`src/rtl/fp_addsub_arbiter.sv`:
```
// Round-robin sequencer sharing one combinational FP add/sub unit.
// Operands are registered onto the unit, held while it settles, then returned.
module fp_addsub_arbiter #(
    parameter int NUM_REQ       = 4,
    parameter int SETTLE_CYCLES = 2
) (
    input  logic                   clk,
    input  logic                   reset,
    input  logic [NUM_REQ-1:0]     req_valid,
    output logic [NUM_REQ-1:0]     req_ready,
    input  logic [32*NUM_REQ-1:0]  req_a,
    input  logic [32*NUM_REQ-1:0]  req_b,
    input  logic [NUM_REQ-1:0]     req_op,
    output logic [NUM_REQ-1:0]     resp_valid,
    input  logic [NUM_REQ-1:0]     resp_ready,
    output logic [31:0]            resp_res,
    output logic                   resp_exception,
    output logic [31:0]            fpu_a,
    output logic [31:0]            fpu_b,
    output logic                   fpu_op,
    input  logic [31:0]            fpu_res,
    input  logic                   fpu_exception,
    output logic                   busy,
    output logic [15:0]            ops_count,
    output logic [15:0]            exc_count
);

    localparam int PW = (NUM_REQ > 1) ? $clog2(NUM_REQ) : 1;
    localparam int CW = $clog2(SETTLE_CYCLES + 1);

    typedef enum logic [1:0] {IDLE, EXEC, RESP} state_t;

    state_t        state;
    logic [PW-1:0] rr_ptr;
    logic [PW-1:0] gnt_id;
    logic [PW-1:0] win;
    logic [PW-1:0] idx;
    logic [PW:0]   sum;
    logic          found;
    logic [CW-1:0] cnt;
    logic [31:0]   sel_a;
    logic [31:0]   sel_b;
    logic          sel_op;

    // Search upward from rr_ptr with wrap; first valid port wins.
    always_comb begin
        win   = '0;
        found = 1'b0;
        sum   = '0;
        idx   = '0;
        for (int k = 0; k < NUM_REQ; k++) begin
            sum = {1'b0, rr_ptr} + (PW+1)'(k);
            if (sum >= (PW+1)'(NUM_REQ))
                sum = sum - (PW+1)'(NUM_REQ);
            idx = sum[PW-1:0];
            if (!found && req_valid[idx]) begin
                found = 1'b1;
                win   = idx;
            end
        end
    end

    always_comb begin
        sel_a  = '0;
        sel_b  = '0;
        sel_op = 1'b0;
        for (int i = 0; i < NUM_REQ; i++) begin
            if (win == PW'(i)) begin
                sel_a  = req_a[32*i +: 32];
                sel_b  = req_b[32*i +: 32];
                sel_op = req_op[i];
            end
        end
    end

    always_comb begin
        req_ready = '0;
        if (state == IDLE && found)
            req_ready[win] = 1'b1;
    end

    assign busy = (state != IDLE);

    always_ff @(posedge clk) begin
        if (!reset) begin
            state          <= IDLE;
            rr_ptr         <= '0;
            gnt_id         <= '0;
            cnt            <= '0;
            fpu_a          <= '0;
            fpu_b          <= '0;
            fpu_op         <= 1'b0;
            resp_res       <= '0;
            resp_exception <= 1'b0;
            resp_valid     <= '0;
            ops_count      <= '0;
            exc_count      <= '0;
        end else begin
            unique case (state)
                IDLE: begin
                    if (found) begin
                        fpu_a  <= sel_a;
                        fpu_b  <= sel_b;
                        fpu_op <= sel_op;
                        gnt_id <= win;
                        cnt    <= CW'(SETTLE_CYCLES);
                        state  <= EXEC;
                    end
                end
                EXEC: begin
                    cnt <= cnt - 1'b1;
                    if (cnt == CW'(1)) begin
                        resp_res       <= fpu_res;
                        resp_exception <= fpu_exception;
                        resp_valid     <= {{(NUM_REQ-1){1'b0}}, 1'b1} << gnt_id;
                        state          <= RESP;
                    end
                end
                RESP: begin
                    if (resp_ready[gnt_id]) begin
                        resp_valid <= '0;
                        state      <= IDLE;
                        rr_ptr     <= (gnt_id == PW'(NUM_REQ-1)) ? '0 : gnt_id + 1'b1;
                        if (ops_count != 16'hFFFF)
                            ops_count <= ops_count + 16'd1;
                        if (resp_exception && exc_count != 16'hFFFF)
                            exc_count <= exc_count + 16'd1;
                    end
                end
                default: state <= IDLE;
            endcase
        end
    end

endmodule

```
`config.mk`:
```
export PLATFORM = sky130hd
export DESIGN_NAME = fp_addsub_arbiter
export DESIGN_NICKNAME = d
export VERILOG_FILES = /design/src/rtl/fp_addsub_arbiter.sv
export SDC_FILE = /design/constraint.sdc
export NUM_CORES = 1
export LEC_CHECK = 0
export ABC_AREA = 0
export BUFFER_PORTS_ARGS = -buffer_cell sky130_fd_sc_hd__buf_4
export CAP_MARGIN = 30
export CORE_AREA = 4 4 170 172
export CTS_BUF_LIST = sky130_fd_sc_hd__clkbuf_8
export CTS_CLUSTER_DIAMETER = 150
export DETAILED_ROUTE_END_ITERATION = 12
export DIE_AREA = 0 0 174 176
export SLEW_MARGIN = 5
export SYNTH_ARGS = -nofsm -noshare
export SYNTH_HDL_FRONTEND = slang
export SYNTH_SLANG_ARGS = --single-unit
```
`constraint.sdc`:
```
create_clock -name clk -period 4.26 [get_ports clk]
set_input_delay 1.278 -clock clk [delete_from_list [all_inputs] [get_ports clk]]
set_output_delay 1.278 -clock clk [all_outputs]
set_load 0.05 [all_outputs]
```
Word level (Yosys, flattened, before mapping)
Index checks and enable logic that the tools add are counted.
{"block": "classes", "n_mul": 0, "eq_ne": 12, "n_bitwise": 0, "reduce_logical": 22, "mux": 47, "shift": 1, "n_div": 0, "order_cmp": 11, "addsub": 11}
{"cell": "$mux 32", "n": 8}
{"cell": "$add 16x1->16 const B", "n": 2}
{"cell": "$ne 16x16->1 const B", "n": 2}
{"cell": "$mux 2", "n": 13}
{"cell": "$lt 2x3->1 const B", "n": 6}
{"cell": "$mux 1", "n": 14}
{"cell": "$mux 4", "n": 3}
{"cell": "$reduce_and 3->1", "n": 4}
{"cell": "$bmux 1 s2", "n": 5}
{"cell": "$sub 2x1->2 const B", "n": 5}
{"cell": "$ge 3x3->1 const B", "n": 3}
{"cell": "$eq 2x2->1 const B", "n": 4}
{"cell": "$pmux 4 s2", "n": 1}
{"cell": "$reduce_and 2->1", "n": 4}
{"cell": "$add 2x2->3 const B", "n": 2}
{"cell": "$eq 2x1->1 const B", "n": 3}
{"cell": "$logic_and 1x1->1", "n": 6}
{"cell": "$ne 2x2->1 const B", "n": 3}
{"cell": "$pmux 2 s3", "n": 1}
{"cell": "$reduce_bool 2->1", "n": 3}
{"cell": "$logic_not 2->1", "n": 2}
{"cell": "$pmux 2 s2", "n": 1}
{"cell": "$shl 1x2->4 const A", "n": 1}
{"cell": "$add 2x1->3 const B", "n": 1}
{"cell": "other kinds (5)", "n": 7}
{"block": "word_totals", "ram_bits": 0, "latchBits": 0, "regBits": 142, "wordCells": 116, "output_inout_bits": 139, "mem_bits_ro": 0, "memories": 0}

Longest topological paths before layout
{"block": "logic_depth", "ltp_word": 19, "mapped_depth": 8, "depth_no_buf": 7}

Least setup slack after synthesis
OpenSTA, ideal clock, no wires.
{"block": "synth_timing", "path_type": "input-to-output", "startpoint": "in req_valid[2]", "endpoint": "out req_ready[1]", "n_path_buf": 2, "required_ns": 2.982, "arrival_time_ns": 3.259, "path_stages": 6, "path_slack_ns": -0.277, "cell_sequence": "nor2b_1 -> a21o_1 -> a211o_1 -> buf_2 -> buf_2 -> nor3_1"}
{"block": "synth_between", "elab_chain_len": 17}
{"item": "start, declared", "line": "9", "rtl": "input logic [NUM_REQ-1:0] req_valid,"}
{"item": "$bmux 1 s2", "line": "56", "rtl": "if (!found && req_valid[idx]) begin"}
{"item": "$mux 1 (implied by the code)", "line": "56"}
{"item": "$mux 1", "line": "56"}
{"item": "$logic_not 1->1", "line": "56"}
{"item": "$logic_and 1x1->1", "line": "56"}
{"item": "$mux 1", "line": "56"}
{"item": "$logic_not 1->1", "line": "56"}
{"item": "$logic_and 1x1->1", "line": "56"}
{"item": "$mux 1", "line": "56"}
{"item": "$logic_not 1->1", "line": "56"}
{"item": "$logic_and 1x1->1", "line": "56"}
{"item": "$mux 2", "line": "56"}
{"item": "$lt 2x3->1 (implied by the code) / $ge 2x1->1 (equally long branches)", "line": "79", "rtl": "req_ready[win] = 1'b1;"}
{"item": "$logic_and 1x1->1 (implied by the code)", "line": "79"}
{"item": "$mux 1 (implied by the code)", "line": "79"}
{"item": "$demux 1 s2", "line": "79"}
{"item": "$mux 4 (*)", "line": "78", "rtl": "if (state == IDLE && found)"}
{"item": "end, declared", "line": "10", "rtl": "output logic [NUM_REQ-1:0] req_ready,"}
Every way passes the cells marked *; elsewhere a longest branch is shown, timed or not. The select of a mux whose other input is x is not followed.

Worst setup path in the final report
{"block": "layout_timing", "startpoint": "in req_valid[2]", "endpoint": "out req_ready[3]"}
Same word-level chain as after synthesis.

==> impl_results.md <==
- Rel. slew slack: 0.4432
- GR Util met3: 0.07430
- Area Growth Syn to Fin: 56.55%
- Initial Util: 0.2608
- Remaining DRCs: 0
- Die width: around 170 um
- Overall power: 0.003733 W
- DIE HEIGHT: 176 um
- Pin count of the biggest net entering global routing: between 100 and 150
- First-pass GRT wire length: 46.75 mm
- Syn Inst Count: approximately 1000
- Final setup violation count: 0
- Worst EP required: just under 3000 ps
- Gr usage total: 0.1934
- Status: finished clean
- Post-CTS sizing: 0
- Busiest layer in global routing: met2
- Post-route setup TNS: 0 ps
- Worst VDD drop: ~170 uV
- Final hold vios: 0
- 1st-pass router iterations: 5
- Worst-path fanout max: 4
- Ys flop type: dfxtp_1
- Count of flip-flops with a built-in enable after synthesis: 0
- Routed WL per cell: approximately 18 um
- Netlist cell types: 49
- RD Place Congestion: 0.8303
- IO Count: roughly 440
- Cell Pwr Density: roughly 330 nW/um^2
- Fraction of layout cells with a size suffix above 1: 0.3708
- H-tree Lvls: 4
- Post-CTS Setup Repair Bufs: 0
- Tmin final: slightly below 4000 ps
- Syn Std Cell Area: 7167 um^2
- Core ar.: between 20000 and 30000 um^2
- Die area: between 30000 and 40000 um^2
- Initial antenna violation count: 5
- Met2 Use GR: 0.3349
- Row Count: about 60
- Fillers: between 2000 and 3000
- Synthesized flop and latch total: about 140
- Max_cap viols: 0
- Fmax achieved: 0.2552 GHz
- CTS max path bufs: 2
- Unrepaired setup endpoints after global routing: no
- CTS tree: yes
- Worst Setup End Kind: primary output
- Avg Cell Area, Syn: ~7.4 um^2
- Ys Warns: 0
- DRT iter0 DRCs: 489
- Final HPWL DP: 23.42 mm
- Clock slew at reported path FFs: approximately 100 ps
- Remaining global-route overflow: 0
- Detailed Route WL: about 32 mm
- Crit path DAT: 2640 ps
- Port bufs: between 400 and 500
- ANT nets after route: 0
- Hold Buf Count CTS: 0
- Post-Syn Nets: 1285
- Clock Tree Root: clkbuf_8
- Post-synthesis sequential area ratio: 0.3966
- WS Path Type: in2out
- Vias in the first global route: roughly 8000
- Pleak: 5.064 nW
- CTS sink count: between 100 and 150
- Vias/cell: around 4.8
- GRT met1 Usage: 0.2237
- HP Class: reg2reg
- Ys async rst share: 0
- Clock Skew: 18.32 ps
- Startpoint Class: input port
- Num CTS Buffers: 17
- Vias: between 8000 and 9000
- Period utilization: 0.9198
- Final slew viol count: 0
- Clk_lat worst skew: between 400 and 500 ps
- Nets@finish: ~1700
- Worst-Margin Slew: approximately 840 ps
[metrics by stage]
step | util | hold slack [ps] | setup WS (ps) | std cells | area, um^2
final | 0.4083 | 458.4 | 341.6 | 1738 | 11220
after global placement | 0.3924 | 442.8 | 294.3 | 1702 | 10780
after global routing | 0.4083 | 479.4 | 242.9 | 1738 | 11220
after detailed placement | 0.3924 | 446.8 | 251.1 | 1702 | 10780
after floorplan | - | 442.0 | 157.2 | 975 | 7182
after CTS | 0.4077 | 461.3 | 325.3 | 1734 | 11200
[per-layer routing]
metal  wire length, um  up-vias
met5                13        -
met4               597        2
met3              2794       41
met2             15580      355
met1             12560     3850
li1                  -     4154
[report_power, final]
part | internal, W | switching, W | leakage [nW]
combinational | 0.000439 | 0.000672 | 3.69
sequential | 0.00142 | 0.0000522 | 1.16
clock | 0.000457 | 0.000696 | 0.210
[critical path, stage by stage]
cell	delay, ps
buf_4	120
nor2b_1	170
a21o_1	220
a211oi_4	330
nand3_1	190
inv_2	130
buf_4	210
[layout by cell type (no fill, tap or decap), types with 3 or more instances in the layout]
master / Yosys / final
buf_4: 1 / 456
nand2_1: 331 / 331
nand3_1: 146 / 146
dfxtp_1: 142 / 142
a32o_1: 60 / 60
a21oi_1: 51 / 51
nor2_1: 41 / 39
xnor2_1: 19 / 19
clkbuf_8: 0 / 17
inv_1: 10 / 10
xor2_1: 8 / 8
nor3_2: 4 / 7
ha_1: 7 / 7
nor4_1: 6 / 6
nand2b_1: 6 / 6
inv_8: 0 / 6
nor3_1: 8 / 5
and2_1: 5 / 5
nand4_1: 5 / 5
a31oi_1: 4 / 4
nor2b_1: 4 / 4
clkinv_8: 0 / 4
diode_2: 0 / 3
a22o_1: 3 / 3
o21a_1: 3 / 3
or3_1: 3 / 3
clkinv_4: 0 / 3
[layout make-up]
class | instances | area [um^2] | area share
diodes | 3 | 7.507 | 0.0006691
clock buffers | 17 | 234.0 | 0.02085
clock inverters | 15 | 183.9 | 0.01639
inverters | 12 | 45.04 | 0.004015
multi-input cells | 745 | 4019 | 0.3582
flip-flops and latches | 142 | 2843 | 0.2534
well taps | 346 | 432.9 | 0.03859
repair buffers | 458 | 3455 | 0.3079
[worst paths after layout]
| check | cells past startpoint | slack [ps] | end | from |
|---|---|---|---|---|
| max | 7 | 340 | req_ready[3] | req_valid[2] |
| min | 2 | 460 | resp_res[1] | resp_res[1] |
| max reg2reg | 7 | 1300 | fpu_b[0] | rr_ptr[1] |
| min reg2reg | 2 | 460 | resp_res[1] | resp_res[1] |
[sequential cells by signal (all words and copies together) (netlist names)]
| name | cells |
|---|---|
| resp_res | 32 |
| gnt_id | 2 |
| resp_exception | 1 |
| fpu_a | 32 |
| fpu_b | 32 |
| state | 2 |
| fpu_op | 1 |
| ops_count | 16 |
| rr_ptr | 2 |
| resp_valid | 4 |
| cnt | 2 |
| exc_count | 16 |
[logic make-up after synthesis]
group | synth area share
buf+inv | 0.05150
mux | 0.009078
compound gates | 0.1533
simple gates | 0.3443
fa+ha+maj | 0.01222
xor+xnor | 0.03300
flops | 0.3966
[cells in the mapped netlist (all sizes together), types with 5 or more instances]
| cell | count | area (um^2) |
|---|---|---|
| and2 | 5 | 31.28 |
| nor4 | 6 | 37.54 |
| nor3 | 12 | 80.08 |
| a32o | 60 | 600.6 |
| xnor2 | 19 | 166.4 |
| dfxtp | 142 | 2843 |
| nor2 | 41 | 153.9 |
| xor2 | 8 | 70.07 |
| nand2b | 6 | 37.54 |
| inv | 12 | 45.05 |
| nand3 | 146 | 730.7 |
| a21oi | 52 | 264.0 |
| ha | 7 | 87.58 |
| clkbuf | 47 | 176.4 |
| buf | 29 | 147.6 |
| nand4 | 7 | 65.06 |
| nand2 | 331 | 1242 |
No activity file was read; power rests on OpenSTA's default activity.
